$ cat src/rtl/fetch_ctrl_pkg.sv
// Shared fetch-stage definitions: default geometry, halt sentinel, state and next-PC encodings.
// Latency: n/a (types and constants only).
// Backpressure: n/a.
package fetch_ctrl_pkg;

    localparam int          DEPTH_DEF     = 256;
    localparam int          AW_DEF        = 8;
    localparam logic [31:0] HALT_WORD_DEF = 32'hFFFF_FFFF;

    // Fetch sequencer states; value 3 is unused and recovers to IDLE.
    typedef enum logic [1:0] {
        FS_IDLE = 2'd0,
        FS_RUN  = 2'd1,
        FS_HALT = 2'd2
    } fetch_state_t;

    // Next-PC source selection.
    typedef enum logic [1:0] {
        PC_HOLD  = 2'd0,
        PC_INC   = 2'd1,
        PC_REDIR = 2'd2,
        PC_RESET = 2'd3
    } pc_sel_t;

endpackage

$ cat src/rtl/fetch_pc_sel.sv
// Next-PC mux: hold, increment with wrap at DEPTH, redirect target, or restart vector.
// Latency: purely combinational.
// Backpressure: none; the caller encodes stall as a hold select.
module fetch_pc_sel
    import fetch_ctrl_pkg::*;
#(
    parameter int DEPTH    = fetch_ctrl_pkg::DEPTH_DEF,
    parameter int AW       = fetch_ctrl_pkg::AW_DEF,
    parameter int RESET_PC = 0
) (
    input  pc_sel_t       sel,
    input  logic [AW-1:0] pc,
    input  logic [AW-1:0] redirect_pc,
    output logic [AW-1:0] next_pc
);

    logic [AW-1:0] pc_inc;

    // Sequential successor; explicit wrap so a non-power-of-two DEPTH still works.
    always_comb begin
        pc_inc = pc + AW'(1);
        if (pc == AW'(DEPTH - 1)) begin
            pc_inc = '0;
        end
    end

    // Select the next PC source.
    always_comb begin
        next_pc = pc;
        case (sel)
            PC_HOLD:  next_pc = pc;
            PC_INC:   next_pc = pc_inc;
            PC_REDIR: next_pc = redirect_pc;
            PC_RESET: next_pc = AW'(RESET_PC);
            default:  next_pc = pc;
        endcase
    end

endmodule

$ cat src/rtl/fetch_ctrl.sv
// Instruction-fetch sequencer: owns the PC, reads async code memory, fills IF/ID; optional FETCH_PERF_EN counters.
// Latency: word at imem_pc lands in IF/ID one clock later; 1 instruction/cycle without stalls.
// Backpressure: stall freezes PC and IF/ID; redirect squashes the wrong-path word and wins over stall.
module fetch_ctrl
    import fetch_ctrl_pkg::*;
#(
    parameter int          DEPTH     = fetch_ctrl_pkg::DEPTH_DEF,
    parameter int          AW        = fetch_ctrl_pkg::AW_DEF,
    parameter int          RESET_PC  = 0,
    parameter logic [31:0] HALT_WORD = fetch_ctrl_pkg::HALT_WORD_DEF
) (
    input  logic        clk,
    input  logic        rst,
    input  logic        start,
    input  logic        stall,
    input  logic        redirect_valid,
    input  logic [31:0] redirect_pc,
    output logic [31:0] imem_pc,
    input  logic [31:0] imem_instr,
    output logic [31:0] ifid_instr,
    output logic [31:0] ifid_pc,
    output logic        ifid_valid,
    output logic        halted
`ifdef FETCH_PERF_EN
    ,
    output logic [31:0] perf_fetched,
    output logic [31:0] perf_stalls
`endif
);

    fetch_state_t  state, state_n;
    pc_sel_t       sel;
    logic [AW-1:0] pc, pc_n;
    logic [31:0]   ifid_instr_n;
    logic [31:0]   ifid_pc_n;
    logic          ifid_valid_n;
    logic          fetch_evt;
    logic          stall_evt;
    logic          start_acc;
    logic          unused_redirect_hi;

    // Only the low AW bits of the redirect target address the memory.
    assign unused_redirect_hi = ^redirect_pc[31:AW];

    assign imem_pc = {{(32 - AW){1'b0}}, pc};
    assign halted  = (state == FS_HALT);

    fetch_pc_sel #(
        .DEPTH    (DEPTH),
        .AW       (AW),
        .RESET_PC (RESET_PC)
    ) u_pc_sel (
        .sel         (sel),
        .pc          (pc),
        .redirect_pc (redirect_pc[AW-1:0]),
        .next_pc     (pc_n)
    );

    // Next state, PC select and IF/ID update with redirect > stall > halt > fetch priority.
    always_comb begin
        state_n      = state;
        sel          = PC_HOLD;
        ifid_instr_n = ifid_instr;
        ifid_pc_n    = ifid_pc;
        ifid_valid_n = ifid_valid;
        fetch_evt    = 1'b0;
        stall_evt    = 1'b0;
        start_acc    = 1'b0;
        case (state)
            FS_IDLE, FS_HALT: begin
                ifid_valid_n = 1'b0;
                if (start) begin
                    state_n   = FS_RUN;
                    sel       = PC_RESET;
                    start_acc = 1'b1;
                end
            end
            FS_RUN: begin
                if (redirect_valid) begin
                    sel          = PC_REDIR;
                    ifid_valid_n = 1'b0;
                end else if (stall) begin
                    stall_evt = 1'b1;
                end else if (imem_instr == HALT_WORD) begin
                    state_n      = FS_HALT;
                    ifid_valid_n = 1'b0;
                end else begin
                    sel          = PC_INC;
                    ifid_instr_n = imem_instr;
                    ifid_pc_n    = imem_pc;
                    ifid_valid_n = 1'b1;
                    fetch_evt    = 1'b1;
                end
            end
            default: begin
                state_n      = FS_IDLE;
                sel          = PC_RESET;
                ifid_valid_n = 1'b0;
            end
        endcase
    end

    // State, PC and IF/ID registers.
    always_ff @(posedge clk or posedge rst) begin
        if (rst) begin
            state      <= FS_IDLE;
            pc         <= AW'(RESET_PC);
            ifid_instr <= '0;
            ifid_pc    <= '0;
            ifid_valid <= 1'b0;
        end else begin
            state      <= state_n;
            pc         <= pc_n;
            ifid_instr <= ifid_instr_n;
            ifid_pc    <= ifid_pc_n;
            ifid_valid <= ifid_valid_n;
        end
    end

`ifdef FETCH_PERF_EN
    // Saturating fetch/stall counters, cleared when a start is accepted.
    always_ff @(posedge clk or posedge rst) begin
        if (rst) begin
            perf_fetched <= '0;
            perf_stalls  <= '0;
        end else if (start_acc) begin
            perf_fetched <= '0;
            perf_stalls  <= '0;
        end else begin
            if (fetch_evt && (perf_fetched != 32'hFFFF_FFFF)) begin
                perf_fetched <= perf_fetched + 32'd1;
            end
            if (stall_evt && (perf_stalls != 32'hFFFF_FFFF)) begin
                perf_stalls <= perf_stalls + 32'd1;
            end
        end
    end
`else
    logic unused_perf;
    assign unused_perf = fetch_evt ^ stall_evt ^ start_acc;
`endif

endmodule

$ cat config.mk
export PLATFORM = sky130hd
export DESIGN_NAME = fetch_ctrl
export DESIGN_NICKNAME = d
export VERILOG_FILES = /design/src/rtl/fetch_ctrl_pkg.sv /design/src/rtl/fetch_pc_sel.sv /design/src/rtl/fetch_ctrl.sv
export SDC_FILE = /design/constraint.sdc
export NUM_CORES = 1
export LEC_CHECK = 0
export ABC_AREA = 0
export CAP_MARGIN = 20
export CELL_PAD_IN_SITES_DETAIL_PLACEMENT = 0
export CELL_PAD_IN_SITES_GLOBAL_PLACEMENT = 1
export CORE_UTILIZATION = 29
export CTS_CLUSTER_DIAMETER = 30
export DETAILED_ROUTE_END_ITERATION = 10
export PLACE_DENSITY_LB_ADDON = 0.1
export SLEW_MARGIN = 20
export SYNTH_ARGS = -nofsm -noshare
export SYNTH_HDL_FRONTEND = slang
export SYNTH_SLANG_ARGS = --single-unit
$ cat constraint.sdc
create_clock -name clk -period 2.87 [get_ports clk]
set_input_delay 0.287 -clock clk [delete_from_list [all_inputs] [get_ports clk]]
set_output_delay 0.287 -clock clk [all_outputs]
set_load 0.03 [all_outputs]
# Word level (Yosys, flattened, before mapping)
# Index checks and enable logic that the tools add are counted.
# totals
out_inout_bits,98
word_cells,42
inputBits,69
ff_bits,51
# op_classes
n_bitwise,3
add_sub_neg,1
eq_ne,12
n_reduce_logical,5
mux,16
# ops
cell,count
"32-bit == test, second input constant",1
8-bit one-hot mux with 3 select lines,1
2-bit two-way mux,6
"8-bit by 1-bit adder with 8-bit output, second input constant",1
"8-bit == test, second input constant",1
8-bit two-way mux,1
"2-bit != test, second input constant",4
2-bit one-hot mux with 2 select lines,2
4-bit AND reduction,2
"2-bit == test, second input constant",3
1-bit two-way mux,6
"2-bit by 1-bit == test with 1-bit output, second input constant",2
2-bit zero test,2
"3-bit != test, second input constant",1
1-bit NOT,3
2-bit OR reduction,1

# Longest topological paths before layout
# Gate-level depths: netlist of run 1.
# depth
word_depth,7
mapped_depth,7
ltp_nobuf,6

# By module
# From an unflattened synthesis of run 1, not the netlist that was laid out.
# unflattened
hier_cells,215
hier_area_um2,2817.7
# modules_own_cells
mod,instances,cells_per_inst,area_each_um2,seq_area_each_um2
fetch_ctrl,1,172,2491.1,1276.2
fetch_pc_sel,1,43,326.6,0.0

# Worst setup path before layout of run 1
# OpenSTA, ideal clock, no wires.
# synth_path
path_kind,input-to-reg
startpoint,input imem_instr[15]
endpoint,register ifid_instr[15]
path_stages,5
required_time_ps,2745
arrival_ps,1763
path_slack_ps,982
path_buffers,1
setup_ps,125
cell_sequence,nand4_1 > or4_1 > o21ai_4 > buf_6 > mux2_2
# synth_between
elab_chain_len,3
# synth_rtl
item,line,text
"start, declared",fetch_ctrl.sv:19,"input logic [31:0] imem_instr,"
32-bit == test,fetch_ctrl.sv:84,end else if (imem_instr == HALT_WORD) begin
1-bit NOT (no source line),-,
4-bit AND reduction (no source line),-,
"end signal, assigned",fetch_ctrl.sv:114,ifid_instr <= ifid_instr_n;
"end, declared",fetch_ctrl.sv:20,"output logic [31:0] ifid_instr,"
# Parallel ways exist; a longest one is shown, timed or not.
# A chain may end at the register's enable or synchronous reset.

# Worst setup path after layout of run 1
# layout_path
startpoint,input imem_instr[4]
endpoint,register ifid_instr[22]
# layout_between
elab_chain_len,3
# layout_rtl
item,line
32-bit == test,fetch_ctrl.sv:84
1-bit NOT (no source line),-
4-bit AND reduction (no source line),-
# Every way passes these cells.

==> qor.csv, run 1 <==
stage;metric;value;unit
outcome;status;finished clean;
sta;tns;0;ps
route;post-route-drc-count;0;
power;swShare;0.355;
sta;worst_slew_pin_slew;772;ps
clocking;h-tree-depth;2;
clocking;cts_tree;yes;
sta;max_freq;460;MHz
final_layout;fin_nets;395;
synth;ys.flop_type;dfrtp_1;
clocking;post_cts_resized;0;
power;power.share.combinational;0.363;
power;internal_power;0.00132;W
clocking;clock_latency;300;ps
route;drt_iter0_markers;57;
clocking;postCtsHoldBufs;0;
route;wl_per_cell;13.7;µm
synth;synth.area.top_cells;dfrtp_1 (48%), buf_4 (14%), mux2_1 (13%), mux2_2 (4.3%), buf_6 (2.1%);
floorplanning;start_util;0.301;
synth;netlist_area;2640;µm²
grt;track_usage;0.128;
grt;antenna_found_initial;0;
power;peakVddDrop;0.215;mV
critical_path;worstPathArrival;2360;ps
power;switchingPower;0.000727;W
critical_path;crit_fanout;26;
final_layout;antenna_cells;0;
critical_path;required;3060;ps
sta;hold_violations;0;
final_layout;drive_gt1_frac;0.0862;
run;max-cap-violations;0;
power;p_per_area;567;nW/µm²
final_layout;syn2layout_area_growth;37.3;%
final_layout;postLayoutCoreUtil;0.413;
synth;synth-seq-area-share;0.484;
synth;async_flop_share;1.00;
sta;skew;9.85;ps
clocking;clock_sinks;51;
clocking;cts_setup_buffers;0;
critical_path;worstSetupStartpointType;input pin;
synth;ys_types;38;
synth;synth_edf_count;0;
floorplanning;coreArea;8760;µm²
sta;final-setup-viol-count;0;
floorplanning;rows;34;
floorplanning;boundaryPins;167;
clocking;clkSlewWorstSetupHoldPaths;90;ps
grt;grt_pass1_vias;1919;
synth;yosys_warnings;0;
power;clockPowerShare;0.205;
route;wl;5920;µm
power;seqPwrFrac;0.432;
route;viasPerCell;4.32;
critical_path;endpoint_kind;register;
critical_path;crit_type;in2reg;
sta;period_minus_slack;2170;ps
clocking;cts_buffers;5;
sta;fin_crit_sh;0.757;
final_layout;nFillCells;876;
synth;synth_cells;226;
floorplanning;dieArea;9470;µm²
sta;relSlewSlack;0.484;
clocking;cts_buffer_depth;2;
sta;slew_violations;0;
synth;ys_ff_latch;51;
grt;grt_pass1_wl;9580;µm
synth;yosysTopAreaCell;dfrtp_1;
floorplanning;dieHeight;97.3;µm
sta;rsz0062_at_grt;false;
placement;hpwlAfterDp;4450;µm
grt;grt_max_degree;37;
synth;synth.avg_cell_area;11.7;µm²
synth;synth_top_area_frac;0.484;
placement;port_buffers;94;
route;firstDrtPassIters;5;
grt;grt-ovfl-total;0;
route;vias;1872;
hold_path;hold_class;in2async;
placement;dpl.cell_count;426;
synth;synth_common_cells;dfrtp_1 (51), buf_4 (48), mux2_1 (30), nand2_1 (12), mux2_2 (10);
clocking;root_buffer;clkbuf_8;
power;p_leak;1.56;nW
synth;yosysMostFrequentCell;dfrtp_1;
route;final_antenna_net_count;0;
final_layout;layout.cells.non_filler;433;
floorplanning;die_w;97.3;µm
placement;finalWeightedCongestion;0.714;
[layout make-up]
cell class / count / area (µm²) / area share
Inverter: 5 / 18.8 / 0.00519
Clock inverter: 1 / 5.00 / 0.00138
Multi-Input combinational cell: 163 / 1100 / 0.303
Sequential cell: 51 / 1280 / 0.353
Timing Repair Buffer: 99 / 1000 / 0.277
Tap cell: 108 / 135 / 0.0374
Clock buffer: 6 / 82.6 / 0.0228
[cell families after synthesis]
kind of cell,after synthesis,share of synthesized area
other,1,0.00142
AND/OR/NAND/NOR,50,0.104
buffers and inverters,59,0.167
XOR/XNOR,1,0.00332
adder cells (fa/ha/maj),1,0.00475
multiplexers,40,0.171
flip-flops,51,0.484
AO/OA/AOI/OAI,23,0.0651
[per-stage QoR]
step                      cell area [µm²]  hold slack [ps]  setup slack (ps)  total power [W]
after detailed placement             3530              472               369          0.00165
final                                3620              445               698          0.00205
after global routing                 3620              516               603          0.00216
after global placement               3530              463               375          0.00165
after floorplan                      2810              365               982          0.00137
after CTS                            3620              475               698          0.00210
[layout by cell type (no fill, tap or decap), types with 4 or more instances in the layout]
master	n
clkbuf_8	6
clkdlybuf4s50_1	94
conb_1	48
dfrtp_1	51
inv_1	4
mux2_1	30
mux2_2	10
nand2_1	12
nand3_1	8
nand4_1	8
nor2_1	6
[worst max-delay path, stage by stage]
cell and delay (ps):
clkdlybuf4s50_1 490, nand4_1 150, or4_1 630, o21ai_4 230
buf_12 220, mux2_2 350
[metal layers]
metal	GRT usage	share of wire	up-vias
met4	0.0339	0.011	0
li1	-	-	897
met3	0.0417	0.070	6
met2	0.210	0.48	77
met1	0.162	0.44	892
met5	0	0	-
[power by group through the flow]
stage               logic (W)  clock network, W  registers [W]
floorplan            0.000268                 0        0.00111
global placement     0.000751                 0       0.000898
detailed placement   0.000753                 0       0.000901
CTS                  0.000755          0.000454       0.000888
global route         0.000786          0.000476       0.000903
finish               0.000745          0.000421       0.000885
[final timing paths]
kind	startpoint	endpoint	slack (ps)	cells after the start
setup / recovery	imem_instr[4]	ifid_instr[22]	700	6
hold / removal	rst	ifid_instr[15]	440	2
setup reg to reg	state[1]	pc[5]	830	6
hold reg to reg	ifid_pc[3]	ifid_pc[3]	480	2
max in group asynchronous	rst	ifid_instr[12]	1770	3
min in group clk	ifid_pc[3]	ifid_pc[3]	480	2
[registers in the layout, indices dropped and copies added (netlist names)]
signal      count
ifid_instr     32
ifid_pc         8
pc              8
state           2
ifid_valid      1
(Power assumes the default switching activity.)
==> inputs of run 2 (changes only) <==
--- a/config.mk
+++ b/config.mk
@@ -9,7 +9,7 @@
 export CAP_MARGIN = 20
 export CELL_PAD_IN_SITES_DETAIL_PLACEMENT = 0
 export CELL_PAD_IN_SITES_GLOBAL_PLACEMENT = 1
-export CORE_UTILIZATION = 29
+export CORE_UTILIZATION = 27
 export CTS_CLUSTER_DIAMETER = 30
 export DETAILED_ROUTE_END_ITERATION = 10
 export PLACE_DENSITY_LB_ADDON = 0.1
==> constraint.sdc (replaced) <==
create_clock -name clk -period 2.23 [get_ports clk]
set_input_delay 0.223 -clock clk [delete_from_list [all_inputs] [get_ports clk]]
set_output_delay 0.223 -clock clk [all_outputs]
set_load 0.03 [all_outputs]
==> run 2 against run 1 <==
Effect of this change:
- routed wire length is 1.1% higher
- worst hold slack lost 190 ps
- setup slack got worse by 560 ps
- first-iteration DRC count up 14%
- core utilization down 0.67 points
- via count rose by 5.0%
- critical path type unchanged
- largest cell class unchanged
- largest power group unchanged
==> qor.csv, run 2 (synthesized netlist as in run 1, its figures left out) <==
stage;metric;value;unit;change
floorplanning;die_w;101;µm;+3.6%
grt;grt_pass1_vias;1892;;-1.4%
power;swShare;0.345;;-0.00961
sta;period_minus_slack;2090;ps;
grt;antenna_found_initial;0;;unchanged
sta;slew_violations;0;;unchanged
placement;hpwlAfterDp;4500;µm;+1.0%
hold_path;hold_class;in2async;;
clocking;cts_buffers;5;;unchanged
route;drt_iter0_markers;65;;+14%
power;seqPwrFrac;0.406;;-0.026
final_layout;top_regs;ifid_instr x32, ifid_pc x8, pc x8;;
grt;grt_max_degree;33;;-11%
power;peakVddDrop;0.271;mV;+26%
placement;finalWeightedCongestion;0.711;;-0.36%
final_layout;antenna_cells;0;;unchanged
critical_path;regToRegStartpoint;state[1];;
final_layout;drive_gt1_frac;0.124;;+0.0377
floorplanning;boundaryPins;167;;unchanged
final_layout;nFillCells;945;;+7.9%
run;max-cap-violations;0;;unchanged
final_layout;design_area;3790;µm²;+4.7%
critical_path;rrSetupSlack;260;ps;-570 ps
route;firstDrtPassIters;3;;-2
grt;use_met2;0.200;;-0.0105
outcome;status;finished clean;;
power;switchingPower;0.000970;W;+33%
grt;grt_util_met1;0.151;;-0.0113
final_layout;fin_nets;408;;+3.3%
final_layout;final_common_cell;clkdlybuf4s50_1;;
route;final_antenna_net_count;0;;unchanged
clocking;postCtsHoldBufs;0;;unchanged
grt;busiest_layer;met2;;
clocking;post_cts_resized;0;;unchanged
clocking;h-tree-depth;2;;unchanged
clocking;clock_sinks;51;;unchanged
sta;tns;0;ps;unchanged
clocking;root_buffer;clkbuf_8;;
route;wl;5990;µm;+1.1%
power;p_leak;1.64;nW;+5.2%
sta;hold_violations;0;;unchanged
route;vias;1966;;+5.0%
route;wl_per_cell;12.8;µm;-6.5%
placement;placed_cell_area;3670;µm²;+3.9%
grt;grt-ovfl-total;0;;unchanged
final_layout;layout_common_cells;clkdlybuf4s50_1 (94), dfrtp_1 (51), conb_1 (48), mux2_1 (30), buf_4 (15);;
floorplanning;start_util;0.282;;-0.0182
final_layout;multiInputGateArea;1100;µm²;unchanged
route;post-route-drc-count;0;;unchanged
grt;track_usage;0.121;;-0.00681
clocking;clock_latency;310;ps;about the same
placement;port_buffers;94;;unchanged
power;p_per_area;742;nW/µm²;+31%
critical_path;crit_fanout;32;;+23%
critical_path;rr_endpoint;pc[5];;
clocking;clkSlewWorstSetupHoldPaths;100;ps;about the same
critical_path;crit_type;in2reg;;
sta;final-setup-viol-count;0;;unchanged
final_layout;largest_register_ffs;32;;unchanged
sta;fin_crit_sh;0.936;;
clocking;cts_buffer_depth;2;;unchanged
critical_path;worstSetupStartpointType;input pin;;
route;viasPerCell;4.20;;-2.8%
sta;whs;256;ps;-188 ps
floorplanning;dieHeight;101;µm;+3.6%
critical_path;endpoint_kind;register;;
clocking;cts_setup_buffers;0;;unchanged
placement;place_ws;-196;ps;-565 ps
critical_path;required;2420;ps;-640 ps
sta;max_freq;479;MHz;
power;power.share.combinational;0.346;;-0.017
clocking;cts_tree;yes;;
final_layout;syn2layout_area_growth;43.7;%;
power;clockPowerShare;0.248;;+0.043
sta;rsz0062_at_grt;false;;
final_layout;register_area;1280;µm²;unchanged
final_layout;top_register;ifid_instr;;
power;internal_power;0.00184;W;+39%
floorplanning;rows;35;;+2.9%
floorplanning;coreArea;9330;µm²;+6.4%
critical_path;cp-startpoint;imem_instr[22];;
grt;grt_pass1_wl;9420;µm;-1.7%
floorplanning;dieArea;10200;µm²;+7.3%
critical_path;rr_worst_depth;6;;unchanged
sta;layout_setup_ws;143;ps;-555 ps
sta;skew;20.6;ps;+10.8 ps
grt;grtUsageMet3;0.0437;;+0.00196
critical_path;worstPathArrival;2280;ps;-80 ps
[run 2: layout make-up]
cell class	instances	area share
clock inverter	2	0.0102
tap	129	0.0426
inverter	5	0.00496
timing repair buffer	112	0.294
multi-input combinational	163	0.289
sequential	51	0.337
clock buffer	6	0.0218
[run 2: critical path, cell delays in order]
cell,delay (ps)
clkdlybuf4s50_1,490
nand4_1,140
or4_4,610
o21ai_4,230
buf_12,230
mux2_2,350
[run 2: worst max path at each step]
stage / to / slack (ps) / cells past startpoint
floorplan: ifid_instr[15] / 410 / 5
global placement: ifid_instr[15] / -200 / 6
detailed placement: ifid_instr[15] / -200 / 6
CTS: ifid_instr[15] / 130 / 6
global route: ifid_instr[9] / 50 / 6
finish: ifid_instr[15] / 140 / 6
[run 2: per-stage QoR]
step / total power, W / util / std cells
2_1_floorplan: 0.00177 / - / 273
3_3_place_gp: 0.00214 / 0.393 / 460
3_5_place_dp: 0.00214 / 0.393 / 460
4_1_cts: 0.00285 / 0.406 / 468
5_1_grt: 0.00296 / 0.406 / 468
6_report: 0.00281 / 0.406 / 468
[run 2: power by group through the flow]
stage | Sequential (W) | Clock, W | Combinational, W
after floorplan | 0.00142 | 0 | 0.000344
after global placement | 0.00115 | 0 | 0.000985
after detailed placement | 0.00116 | 0 | 0.000983
after CTS | 0.00114 | 0.000724 | 0.000986
after global routing | 0.00116 | 0.000762 | 0.00103
final | 0.00114 | 0.000697 | 0.000974
[run 2: layer usage]
layer	routed length [µm]	vias to the layer above
met5	0	-
met4	36	0
met3	476	2
li1	-	929
met2	2870	78
met1	2600	957
==> inputs of run 3 (changes only) <==
--- a/config.mk
+++ b/config.mk
@@ -6,7 +6,7 @@
 export NUM_CORES = 1
 export LEC_CHECK = 0
 export ABC_AREA = 0
-export CAP_MARGIN = 20
+export CAP_MARGIN = 5
 export CELL_PAD_IN_SITES_DETAIL_PLACEMENT = 0
 export CELL_PAD_IN_SITES_GLOBAL_PLACEMENT = 1
 export CORE_UTILIZATION = 27
==> results of run 3 <==
No change in the layout: final DEF, timing and power equal those of run 2.
